==> src/rtl/imem_loader.sv <==
// -----------------------------------------------------------------------------
// imem_loader
//
// Boot-time program loader for the instruction memory. A length-prefixed,
// little-endian byte stream arrives over a valid/ready handshake. The first
// two bytes give the word count N; the next 4*N bytes are the words, least
// significant byte first. Each completed word is written to the instruction
// memory with a registered one-cycle strobe, at byte address word_index*4.
// The core is held in reset until the whole image has been written.
//
// Parameters:
//   DEPTH      instruction memory depth in 32-bit words (max loadable count)
//   ADDR_W     width of the byte write address
//
// Ports:
//   i_clk        clock, all state changes on the rising edge
//   i_rst_n      asynchronous active-low reset
//   i_start      one-cycle pulse that begins a load (IDLE, DONE, ERR only)
//   i_in_valid   stream byte on i_in_data is valid
//   i_in_data    stream byte
//   o_in_ready   loader accepts a byte this cycle
//   o_we         one-cycle instruction memory write strobe
//   o_waddr      byte write address (always word aligned)
//   o_wdata      assembled 32-bit word
//   o_cpu_hold   high keeps the core in reset
//   o_done       high after a successful load, until the next start
//   o_err        high after a bad header, until the next start
// -----------------------------------------------------------------------------
module imem_loader #(
  parameter int DEPTH  = 256,
  parameter int ADDR_W = 32
) (
  input  logic              i_clk,
  input  logic              i_rst_n,
  input  logic              i_start,
  input  logic              i_in_valid,
  input  logic [7:0]        i_in_data,
  output logic              o_in_ready,
  output logic              o_we,
  output logic [ADDR_W-1:0] o_waddr,
  output logic [31:0]       o_wdata,
  output logic              o_cpu_hold,
  output logic              o_done,
  output logic              o_err
);

  localparam logic [31:0] DEPTH_U = 32'(DEPTH);

  typedef enum logic [2:0] {
    S_IDLE,
    S_HDR0,
    S_HDR1,
    S_DATA,
    S_LAST,
    S_DONE,
    S_ERR
  } state_t;

  state_t             r_state;
  state_t             w_nextState;

  logic [15:0]        r_cnt;
  logic [15:0]        r_wordIdx;
  logic [1:0]         r_byteIdx;
  logic [23:0]        r_shift;
  logic               r_we;
  logic [ADDR_W-1:0]  r_waddr;
  logic [31:0]        r_wdata;

  logic               w_accept;
  logic [15:0]        w_hdrCount;
  logic               w_hdrBad;
  logic               w_wordDone;
  logic               w_lastWord;

  // The loader only listens to the stream while parsing header or payload,
  // so the ready flag is a pure decode of the state register.
  assign o_in_ready = (r_state == S_HDR0) || (r_state == S_HDR1) ||
                      (r_state == S_DATA);
  assign w_accept   = i_in_valid && o_in_ready;

  // The count is complete on the second header byte, so the range check
  // uses the incoming high byte together with the stored low byte.
  assign w_hdrCount = {i_in_data, r_cnt[7:0]};
  assign w_hdrBad   = (w_hdrCount == 16'd0) || ({16'd0, w_hdrCount} > DEPTH_U);

  // A payload byte accepted in slot 3 completes a word; if that word is the
  // N-th one the image is finished.
  assign w_wordDone = (r_state == S_DATA) && w_accept && (r_byteIdx == 2'd3);
  assign w_lastWord = (r_wordIdx == (r_cnt - 16'd1));

  assign o_we    = r_we;
  assign o_waddr = r_waddr;
  assign o_wdata = r_wdata;

  // State register.
  always_ff @(posedge i_clk or negedge i_rst_n) begin
    if (!i_rst_n) begin
      r_state <= S_IDLE;
    end else begin
      r_state <= w_nextState;
    end
  end

  // Next-state logic and the status outputs. The status flags are decoded
  // from the state register so that an asynchronous reset returns them to
  // their idle values immediately.
  always_comb begin
    w_nextState = r_state;
    o_cpu_hold  = 1'b1;
    o_done      = 1'b0;
    o_err       = 1'b0;
    case (r_state)
      S_IDLE: begin
        if (i_start) w_nextState = S_HDR0;
      end
      S_HDR0: begin
        if (w_accept) w_nextState = S_HDR1;
      end
      S_HDR1: begin
        if (w_accept) w_nextState = w_hdrBad ? S_ERR : S_DATA;
      end
      S_DATA: begin
        if (w_wordDone && w_lastWord) w_nextState = S_LAST;
      end
      S_LAST: begin
        // This cycle carries the final write strobe; the core is released
        // only on the following cycle.
        w_nextState = S_DONE;
      end
      S_DONE: begin
        o_cpu_hold = 1'b0;
        o_done     = 1'b1;
        if (i_start) w_nextState = S_HDR0;
      end
      S_ERR: begin
        o_err = 1'b1;
        if (i_start) w_nextState = S_HDR0;
      end
      default: begin
        w_nextState = S_IDLE;
      end
    endcase
  end

  // Header capture, byte assembly and the registered write port. The write
  // strobe defaults low every cycle, so it can never stay high for two
  // cycles; address and data simply hold between writes. The shift register
  // is never cleared because every byte slot is rewritten before each write.
  always_ff @(posedge i_clk or negedge i_rst_n) begin
    if (!i_rst_n) begin
      r_cnt     <= 16'd0;
      r_wordIdx <= 16'd0;
      r_byteIdx <= 2'd0;
      r_shift   <= 24'd0;
      r_we      <= 1'b0;
      r_waddr   <= '0;
      r_wdata   <= 32'd0;
    end else begin
      r_we <= 1'b0;
      case (r_state)
        S_HDR0: begin
          if (w_accept) r_cnt[7:0] <= i_in_data;
        end
        S_HDR1: begin
          if (w_accept) begin
            r_cnt[15:8] <= i_in_data;
            r_wordIdx   <= 16'd0;
            r_byteIdx   <= 2'd0;
          end
        end
        S_DATA: begin
          if (w_accept) begin
            r_byteIdx <= r_byteIdx + 2'd1;
            case (r_byteIdx)
              2'd0: r_shift[7:0]   <= i_in_data;
              2'd1: r_shift[15:8]  <= i_in_data;
              2'd2: r_shift[23:16] <= i_in_data;
              default: begin
                // The top byte goes straight into the write data, so the
                // word is presented on the very next cycle.
                r_we      <= 1'b1;
                r_wdata   <= {i_in_data, r_shift};
                r_waddr   <= ADDR_W'({r_wordIdx, 2'b00});
                r_wordIdx <= r_wordIdx + 16'd1;
              end
            endcase
          end
        end
        default: begin
        end
      endcase
    end
  end

endmodule

==> config.mk <==
export PLATFORM = sky130hd
export DESIGN_NAME = imem_loader
export DESIGN_NICKNAME = d
export VERILOG_FILES = /design/src/rtl/imem_loader.sv
export SDC_FILE = /design/constraint.sdc
export NUM_CORES = 1
export LEC_CHECK = 0
export ABC_CLOCK_PERIOD_IN_PS = 2300
export CELL_PAD_IN_SITES_DETAIL_PLACEMENT = 1
export CELL_PAD_IN_SITES_GLOBAL_PLACEMENT = 2
export CORE_MARGIN = 2
export CORE_UTILIZATION = 31
export DETAILED_ROUTE_END_ITERATION = 16
export GPL_ROUTABILITY_DRIVEN = 0
export PLACE_DENSITY_LB_ADDON = 0.1
export SETUP_SLACK_MARGIN = 0.02
export SYNTH_ARGS = -nofsm -noshare
export SYNTH_HDL_FRONTEND = slang
export SYNTH_SLANG_ARGS = --single-unit
==> constraint.sdc <==
create_clock -name i_clk -period 2.3 [get_ports i_clk]
set_input_delay 0.69 -clock i_clk [delete_from_list [all_inputs] [get_ports i_clk]]
set_output_delay 0.69 -clock i_clk [all_outputs]
set_load 0.01 [all_outputs]
==> Word level (Yosys, flattened, before mapping) <==
Index checks and enable logic that the tools add are counted.
{ "word_totals": {"ff_bits": 110} }
{ "op_classes": {"addsub": 3, "eq_ne": 16, "order_cmp": 1, "reduce_logical": 22, "muxes": 19, "bitwise": 1} }
{ "op_table": {"columns": ["operator", "count"], "rows": [
  ["16-bit two-way mux", 3],
  ["16-bit case mux with 2 select lines", 1],
  ["16-bit by 1-bit adder with 16-bit output, second input constant", 1],
  ["16-bit equality test", 1],
  ["16-bit by 9-bit > comparator with 1-bit output, second input constant", 1],
  ["16-bit logical NOT", 1],
  ["16-bit by 1-bit subtractor with 16-bit output, second input constant", 1],
  ["3-bit two-way mux", 5],
  ["3-bit case mux with 5 select lines", 1],
  ["3-bit AND reduction", 5],
  ["3-bit equality test, second input constant", 3],
  ["2-bit inequality test, second input constant", 4],
  ["4-bit AND reduction", 2],
  ["3-bit by 2-bit equality test with 1-bit output, second input constant", 2],
  ["1-bit two-way mux", 6],
  ["3-bit OR reduction", 2],
  ["2-bit equality test, second input constant", 2],
  ["1-bit logical AND", 4],
  ["2-bit two-way mux", 2],
  ["2-bit by 1-bit inequality test with 1-bit output, second input constant", 2],
  ["2-bit case mux with 2 select lines", 1],
  ["2-bit AND reduction", 2],
  ["3-bit by 1-bit equality test with 1-bit output, second input constant", 1],
  ["3-bit logical NOT", 1],
  ["6 further kinds", 8]
]} }

==> Logic depth before layout (Yosys ltp) <==
Gate-level depths: netlist of the first run.
{ "logic_depth": {"depth_word": 9, "depth_mapped": 8, "mapped_depth_nobuf": 8} }

==> Worst setup path before layout of the first run <==
Ideal clock, no wire load.
{ "synth_path": {"kind": "register to register", "startpoint": "reg r_cnt[0]", "endpoint": "reg r_state[2]", "stages_incl_launch_ff": 9, "t_arrival_ns": 2.169, "required_ns": 2.174, "n_path_buf": 0, "path_slack_ns": 0.005, "setup_time_ns": 0.126, "path_cell_list": "dfrtp_1 inv_1 ha_1 or3b_2 nor4_1 nor3_1 a31oi_1 nor4_4 o32a_1"} }
{ "synth_via": {"elab_chain_cells": 5} }
{ "synth_rtl": {"columns": ["element", "line", "source"], "rows": [
  ["start: declaration", "62", "logic [15:0] r_cnt;"],
  ["start signal: assignment", "163", "if (w_accept) r_cnt[7:0] <= i_in_data;"],
  ["16-bit by 1-bit subtractor with 16-bit output, or another cell as far along", "90", "assign w_lastWord = (r_wordIdx == (r_cnt - 16'd1));"],
  ["16-bit equality test / 1-bit logical OR (equally long branches)", "90, 85", null],
  ["1-bit logical AND / 3-bit two-way mux (equally long branches)", "124, 121", null],
  ["2-bit by 1-bit inequality test with 1-bit output (no source line) / 3-bit two-way mux (equally long branches)", null, null],
  ["4-bit AND reduction (no source line) / 3-bit case mux with 5 select lines (equally long branches)", null, null],
  ["end signal: assignment", "101", "r_state <= w_nextState;"],
  ["end: declaration", "59", "state_t r_state;"]
]} }
Parallel ways exist; a longest one is shown, timed or not. The select of a mux whose other input is x is not followed.
A chain may end at the register's enable or synchronous reset.

==> Worst setup path in the final report of the first run <==
{ "layout_path": {"startpoint": "reg r_cnt[1]", "endpoint": "reg r_state[2]"} }
Same word-level chain as after synthesis.

==> impl_metrics.env, run 1 <==
export IMPL_timing_rr_start="r_cnt[1]"
export IMPL_htreeDepth=3
export IMPL_synth_area_per_cell_um2=10.6
export IMPL_die_h_um=134
export IMPL_globalRoute_totalOverflow=0
export IMPL_wl_um=13600
export IMPL_design_area_um2=6870
export IMPL_internal_power_mw=4.56
export IMPL_ant_nets=0
export IMPL_status="complete, but fails checks"
export IMPL_ff2ff_path_depth=9
export IMPL_start_kind="register"
export IMPL_grt_pass1_vias=4159
export IMPL_rows=47
export IMPL_drt_initial_drc_count=93
export IMPL_reg2reg_slack_ns=-0.05
export IMPL_coreArea_um2=16500
export IMPL_p_sw_mw=2.36
export IMPL_cts_root_buf="clkbuf_16"
export IMPL_die_area_um2=17900
export IMPL_hold_path_class="primary input to async pin"
export IMPL_via_per_inst=4.70
export IMPL_violations="setup timing"
export IMPL_grt_max_degree=42
export IMPL_synth_area_um2=5210
export IMPL_cp_data_required_time_ns=2.60
export IMPL_dpl_hpwl_um=9760
export IMPL_cts_buffer_depth=2
export IMPL_hold_slack_ns=0.289
export IMPL_final_cells=822
export IMPL_diodes=0
export IMPL_timing_rr_end="r_state[2]"
export IMPL_max_freq_mhz=426
export IMPL_powerDensity_nw_per_um2=1010
export IMPL_clock_sinks=110
export IMPL_critical_path_arrival_ns=2.64
export IMPL_critPathMaxFanout=3
export IMPL_initial_core_util_pct=31.5
export IMPL_vias=3862
export IMPL_yosysWarnings=0
export IMPL_min_period_over_period_pct=102
export IMPL_path_clk_slew_ns=0.09
export IMPL_slew_viol_final=0
export IMPL_clk_latency_ns=0.36
export IMPL_drive_gt1_share_pct=25.1
export IMPL_p_sw_share_pct=34.1
export IMPL_vdd_ir_drop_max_uv=433
export IMPL_maxCapViolCount=0
export IMPL_ys_types=50
export IMPL_p_comb_share_pct=35.8
export IMPL_leakagePower_nw=3.24
export IMPL_ys_seq_elements=110
export IMPL_cp_end_kind="register"
export IMPL_cts_tree="built"
export IMPL_slew_headroom_pct=65.5
export IMPL_dp_cells=801
export IMPL_antenna_found_initial=0
export IMPL_grt_use_total_pct=16.3
export IMPL_finalWorstSetupSlack_ns=-0.0459
export IMPL_drc=0
export IMPL_min_period_ns=2.35
export IMPL_power_frac_seq_pct=41.4
export IMPL_hold_viol=0
export IMPL_cts_made_buffers=9
export IMPL_die_w_um=134
export IMPL_yosysSeqAreaShare_pct=52.8
export IMPL_p_clk_share_pct=22.9
export IMPL_synthCells=494
export IMPL_dr_pass1_iters=4
export IMPL_syn_to_final_growth_pct=31.8
export IMPL_fin_skew_ns=0.00744
export IMPL_io_pins=81
export IMPL_nets=617
export IMPL_worst_slew_pin_transition_ns=0.517
export IMPL_io_buffers=64
export IMPL_rsz0062_at_grt="true"
export IMPL_avgRoutedWirePerCell_um=16.6
export IMPL_placed_area_um2=6440
export IMPL_path_class="register to register"
export IMPL_setup_viol=2
export IMPL_detailedPlace_worstSlack_ns=-0.380
export IMPL_grt_pass1_wl_um=22500
worst max path at each step:
stage | from | end
2_1_floorplan | r_cnt[0] | r_state[2]
3_3_place_gp | i_in_valid | r_wordIdx[15]
3_5_place_dp | i_in_valid | r_wordIdx[15]
4_1_cts | r_cnt[0] | r_state[2]
5_1_grt | r_cnt[0] | r_state[2]
6_report | r_cnt[1] | r_state[2]
per-layer routing:
| layer | track usage [%] | vias up | wire length, um | part of all wire (%) |
|---|---|---|---|---|
| li1 | - | 1836 | - | - |
| met1 | 21.5 | 1964 | 6230 | 46 |
| met2 | 27.4 | 49 | 6850 | 50 |
| met3 | 2.32 | 13 | 288 | 2.1 |
| met4 | 6.15 | 0 | 243 | 1.8 |
| met5 | 0 | - | 0 | 0 |
registers in the layout, summed over array words and instances (netlist names):
register   cells
r_cnt         16
o_we           1
r_wordIdx     16
r_byteIdx      2
r_shift       24
o_wdata       32
r_state        3
o_waddr       16
power by group through the flow:
stage / registers, mW / logic (mW) / clock network [mW]
3_5_place_dp: 2.93 / 2.35 / 0
4_1_cts: 2.88 / 2.51 / 1.65
5_1_grt: 2.96 / 2.73 / 1.72
2_1_floorplan: 2.86 / 1.30 / 0
3_3_place_gp: 2.90 / 2.29 / 0
6_report: 2.87 / 2.48 / 1.58
final cells by class:
type | instances | area, um^2
sequential | 110 | 2760
fill | 1804 | 9650
clock buffer | 10 | 229
inverter | 8 | 30.0
timing repair buffer | 117 | 1120
tap | 220 | 275
multi-input combinational | 351 | 2390
clock inverter | 6 | 67.6
through the flow:
stage	TNS [ns]	utilization, %	power, mW
finish	-0.0592	41.6	6.93
floorplan	0	-	4.16
global route	-0.393	41.6	7.41
CTS	-0.0592	41.3	7.04
detailed placement	-6.91	39.0	5.29
global placement	-4.71	39.0	5.19
cells by family after synthesis:
kind of cell	after synthesis	share of synthesized area, %
adders and majority gates	8	1.92
other	1	0.0719
DFF	110	52.8
and+or+nand+nor	212	19.7
muxes	53	11.4
xor gates and xnor gates	32	5.38
buffers and inverters	48	4.66
AOI/OAI and AO/OA	30	4.01
Yosys cell counts, drive strengths merged:
cell / n / area share, %
nor3: 8 / 0.77
ha: 8 / 1.9
or3b: 2 / 0.34
nand3: 6 / 0.58
nor2b: 2 / 0.24
a31oi: 3 / 0.36
a221oi: 1 / 0.17
nand4: 7 / 0.84
or4: 4 / 0.65
nor4bb: 2 / 0.38
conb: 1 / 0.072
o41ai: 1 / 0.53
clkbuf: 16 / 1.2
o21ai: 13 / 1.2
o211a: 1 / 0.19
nand2: 119 / 8.6
o2111ai: 1 / 0.17
or3: 5 / 0.60
nor2: 25 / 1.8
nand3b: 5 / 0.72
and3: 4 / 0.48
nor4: 8 / 1.4
buf: 24 / 2.9
and2b: 1 / 0.14
and3b: 3 / 0.53
xnor2: 17 / 2.9
inv: 7 / 0.50
o32a: 1 / 0.19
xor2: 15 / 2.5
dfrtp: 110 / 53
nand4b: 1 / 0.17
nand4bb: 1 / 0.22
nor4b: 1 / 0.17
and4b: 2 / 0.38
clkinv: 1 / 0.072
a21oi: 5 / 0.48
nor3b: 2 / 0.29
nand2b: 2 / 0.24
or2: 2 / 0.24
o211ai: 3 / 0.53
mux2: 53 / 11
o31ai: 1 / 0.14
critical path, cell delays in order (launching register included):
cell and delay (ns):
dfrtp_1 0.36, buf_4 0.12, nor4_2 0.03, buf_4 0.14, and4b_2 0.26, buf_4 0.14, or4_1 0.48, o211a_4 0.18
nor4_4 0.36, o32a_1 0.21
cell usage in the layout (no fill, tap or decap), drive strengths merged, types with 2 or more instances in the layout:
cell and n:
xnor2 17, clkdlybuf4s50 61, or4 4, buf 54, a21oi 5, xor2 15, a31oi 3, and3b 3
and3 4, clkbuf 10, mux2 53, inv 10, nand2b 2, nor4bb 2, dfrtp 110, nand3b 5
or3b 2, nor4 8, conb 16, ha 8, nand4 7, or3 5, clkinv 4, or2 2
o21ai 13, o211ai 3, and4b 2, nand3 6, nor3 8, nor2 25, nor2b 2, nor3b 2
nand2 119
timing repair:
action,4_1_cts,5_1_grt
hold buffers,0,0
pin swaps,3,3
resized for setup,15,7
setup buffers,5,0
endpoints found under the hold margin,0,0
endpoints found under the setup margin,8,7
cloned,0,0
(Power assumes the default switching activity.)
==> run 2: changes to the inputs <==
--- a/config.mk
+++ b/config.mk
@@ -5,13 +5,15 @@
 export SDC_FILE = /design/constraint.sdc
 export NUM_CORES = 1
 export LEC_CHECK = 0
+export ABC_AREA = 0
 export ABC_CLOCK_PERIOD_IN_PS = 2300
 export CELL_PAD_IN_SITES_DETAIL_PLACEMENT = 1
 export CELL_PAD_IN_SITES_GLOBAL_PLACEMENT = 2
 export CORE_MARGIN = 2
-export CORE_UTILIZATION = 31
+export CORE_UTILIZATION = 25
 export DETAILED_ROUTE_END_ITERATION = 16
 export GPL_ROUTABILITY_DRIVEN = 0
+export HOLD_SLACK_MARGIN = 0.03
 export PLACE_DENSITY_LB_ADDON = 0.1
 export SETUP_SLACK_MARGIN = 0.02
 export SYNTH_ARGS = -nofsm -noshare
==> run 2 against run 1 <==
Compared with the run above: the run still ends with setup timing left; critical path depth decreased by 1; clock skew hardly changed; sequential power hardly changed; sequential cell count did not move; final cell count up 6.6%; critical endpoint unchanged; largest cell class unchanged; largest power group unchanged.
==> impl_metrics.env, run 2 (same netlist as run 1, synthesis figures left out) <==
export IMPL_max_freq_mhz=413
export IMPL_leakagePower_nw=3.26
export IMPL_violations="setup timing"
export IMPL_nets=621
export IMPL_drt_initial_drc_count=120
export IMPL_coreArea_um2=20400
export IMPL_ant_nets=0
export IMPL_io_buffers=64
export IMPL_grt_use_total_pct=13.8
export IMPL_rsz0062_at_grt="true"
export IMPL_start_kind="register"
export IMPL_path_cells="buf_6 > nor4_4 > buf_4 > and4b_2 > mux2_4 > o211a_4 > nor4_4 > o32a_1"
export IMPL_slowest_delay_ns=0.40
export IMPL_cts_root_buf="clkbuf_16"
export IMPL_vias=3850
export IMPL_dr_pass1_iters=4
export IMPL_rows=52
export IMPL_critical_path_arrival_ns=2.72
export IMPL_final_common_cell="nand2_1"
export IMPL_status="complete, but fails checks"
export IMPL_critPathMaxFanout=3
export IMPL_critPathMostFrequentCell="nor4_4"
export IMPL_fin_skew_ns=0.00752
export IMPL_cts_tree="built"
export IMPL_cp_data_required_time_ns=2.60
export IMPL_crit_family="simple AND/OR/NAND/NOR gates"
export IMPL_hold_slack_ns=0.286
export IMPL_slowest_stage="dfrtp_1"
export IMPL_avgRoutedWirePerCell_um=16.4
export IMPL_finalWorstSetupSlack_ns=-0.123
export IMPL_die_h_um=148
export IMPL_die_area_um2=22000
export IMPL_fillers=2263
export IMPL_min_period_over_period_pct=105
export IMPL_hold_buffers=0
export IMPL_drive_gt1_share_pct=25.6
export IMPL_grt_max_degree=42
export IMPL_die_w_um=148
export IMPL_fin_util_pct=34.4
export IMPL_drc=0
export IMPL_setup_viol=3
export IMPL_io_pins=81
export IMPL_syn_to_final_growth_pct=34.4
export IMPL_path_class="register to register"
export IMPL_vdd_ir_drop_max_uv=416
export IMPL_hold_viol=0
export IMPL_via_per_inst=4.39
export IMPL_clk_latency_ns=0.36
export IMPL_antenna_found_initial=0
export IMPL_dpl_hpwl_um=10300
export IMPL_total_power_mw=7.12
export IMPL_min_period_ns=2.42
export IMPL_diodes=0
export IMPL_clock_sinks=110
export IMPL_path_clk_slew_ns=0.08
export IMPL_largest_reg_flops=32
export IMPL_maxCapViolCount=0
export IMPL_grt_pass1_vias=4262
export IMPL_path_buf_inv=2
export IMPL_cts_made_buffers=9
export IMPL_cp_end_kind="register"
export IMPL_hold_path_class="primary input to async pin"
export IMPL_grt_pass1_wl_um=23500
export IMPL_most_common_layout_cells="118 x nand2_1, 107 x dfrtp_1, 62 x clkdlybuf4s50_1"
export IMPL_fin_tns_setup_ns=-0.314
export IMPL_powerDensity_nw_per_um2=1020
export IMPL_htreeDepth=3
export IMPL_globalRoute_totalOverflow=0
export IMPL_slew_viol_final=0
export IMPL_wl_um=14400
export IMPL_cts_buffer_depth=2
export IMPL_initial_core_util_pct=25.6
## run 2: timing repair
| item | 4_1_cts | 5_1_grt |
|---|---|---|
| setup buffers | 7 | 2 |
| pin swaps | 6 | 6 |
| resized for setup | 15 | 11 |
| setup endpoints to repair | 8 | 8 |
## run 2: area by class of cell
type                            instances  area [um^2]  area share, %
Sequential cell                       110         2760           39.4
Tap cell                              270          338           4.82
Multi-Input combinational cell        351         2410           34.4
Clock inverter                          5         48.8          0.697
Inverter                                8         30.0          0.429
Timing Repair Buffer                  121         1180           16.8
Clock buffer                           11          243           3.47
## run 2: per-layer routing
metal	part of all wire (%)	up-vias	track usage (%)	wire length, um
met2	50	46	23.2	7170
met3	2.3	9	2.33	329
met5	0	-	0	0
met4	1.1	0	3.71	153
li1	-	1846	-	-
met1	47	1949	18.4	6730
## run 2: worst paths after layout
path | startpoint | to | slack, ns | cells past startpoint
worst max-delay path | r_cnt[1] | r_state[2] | -0.12 | 8
worst min-delay path | i_rst_n | r_shift[17] | 0.29 | 1
worst max register to register | r_cnt[1] | r_state[2] | -0.12 | 8
worst min register to register | r_shift[22] | o_wdata[22] | 0.47 | 2
max in group asynchronous | i_rst_n | o_waddr[12] | 1.41 | 2
min in group i_clk | r_shift[22] | o_wdata[22] | 0.47 | 2
## run 2: stage by stage
stage | instances | instance area [um^2] | setup slack [ns]
2_1_floorplan | 509 | 5280 | 0.0303
3_3_place_gp | 851 | 6520 | -0.333
3_5_place_dp | 851 | 6520 | -0.377
4_1_cts | 874 | 6940 | -0.118
5_1_grt | 876 | 7000 | -0.204
6_report | 876 | 7000 | -0.123
## run 2: where the power goes
part / switching, mW / total, mW / internal [mW] / leakage, nW
combinational: 1.19 / 2.66 / 1.47 / 1.65
clock: 0.788 / 1.58 / 0.793 / 0.145
sequential: 0.445 / 2.88 / 2.43 / 1.46
## run 2: worst register-to-register path: stages, from the launching register on
cell and delay [ns]:
dfrtp_1 0.40, buf_6 0.13, nor4_4 0.28, buf_4 0.15
and4b_2 0.26, mux2_4 0.31, o211a_4 0.25, nor4_4 0.40
o32a_1 0.19
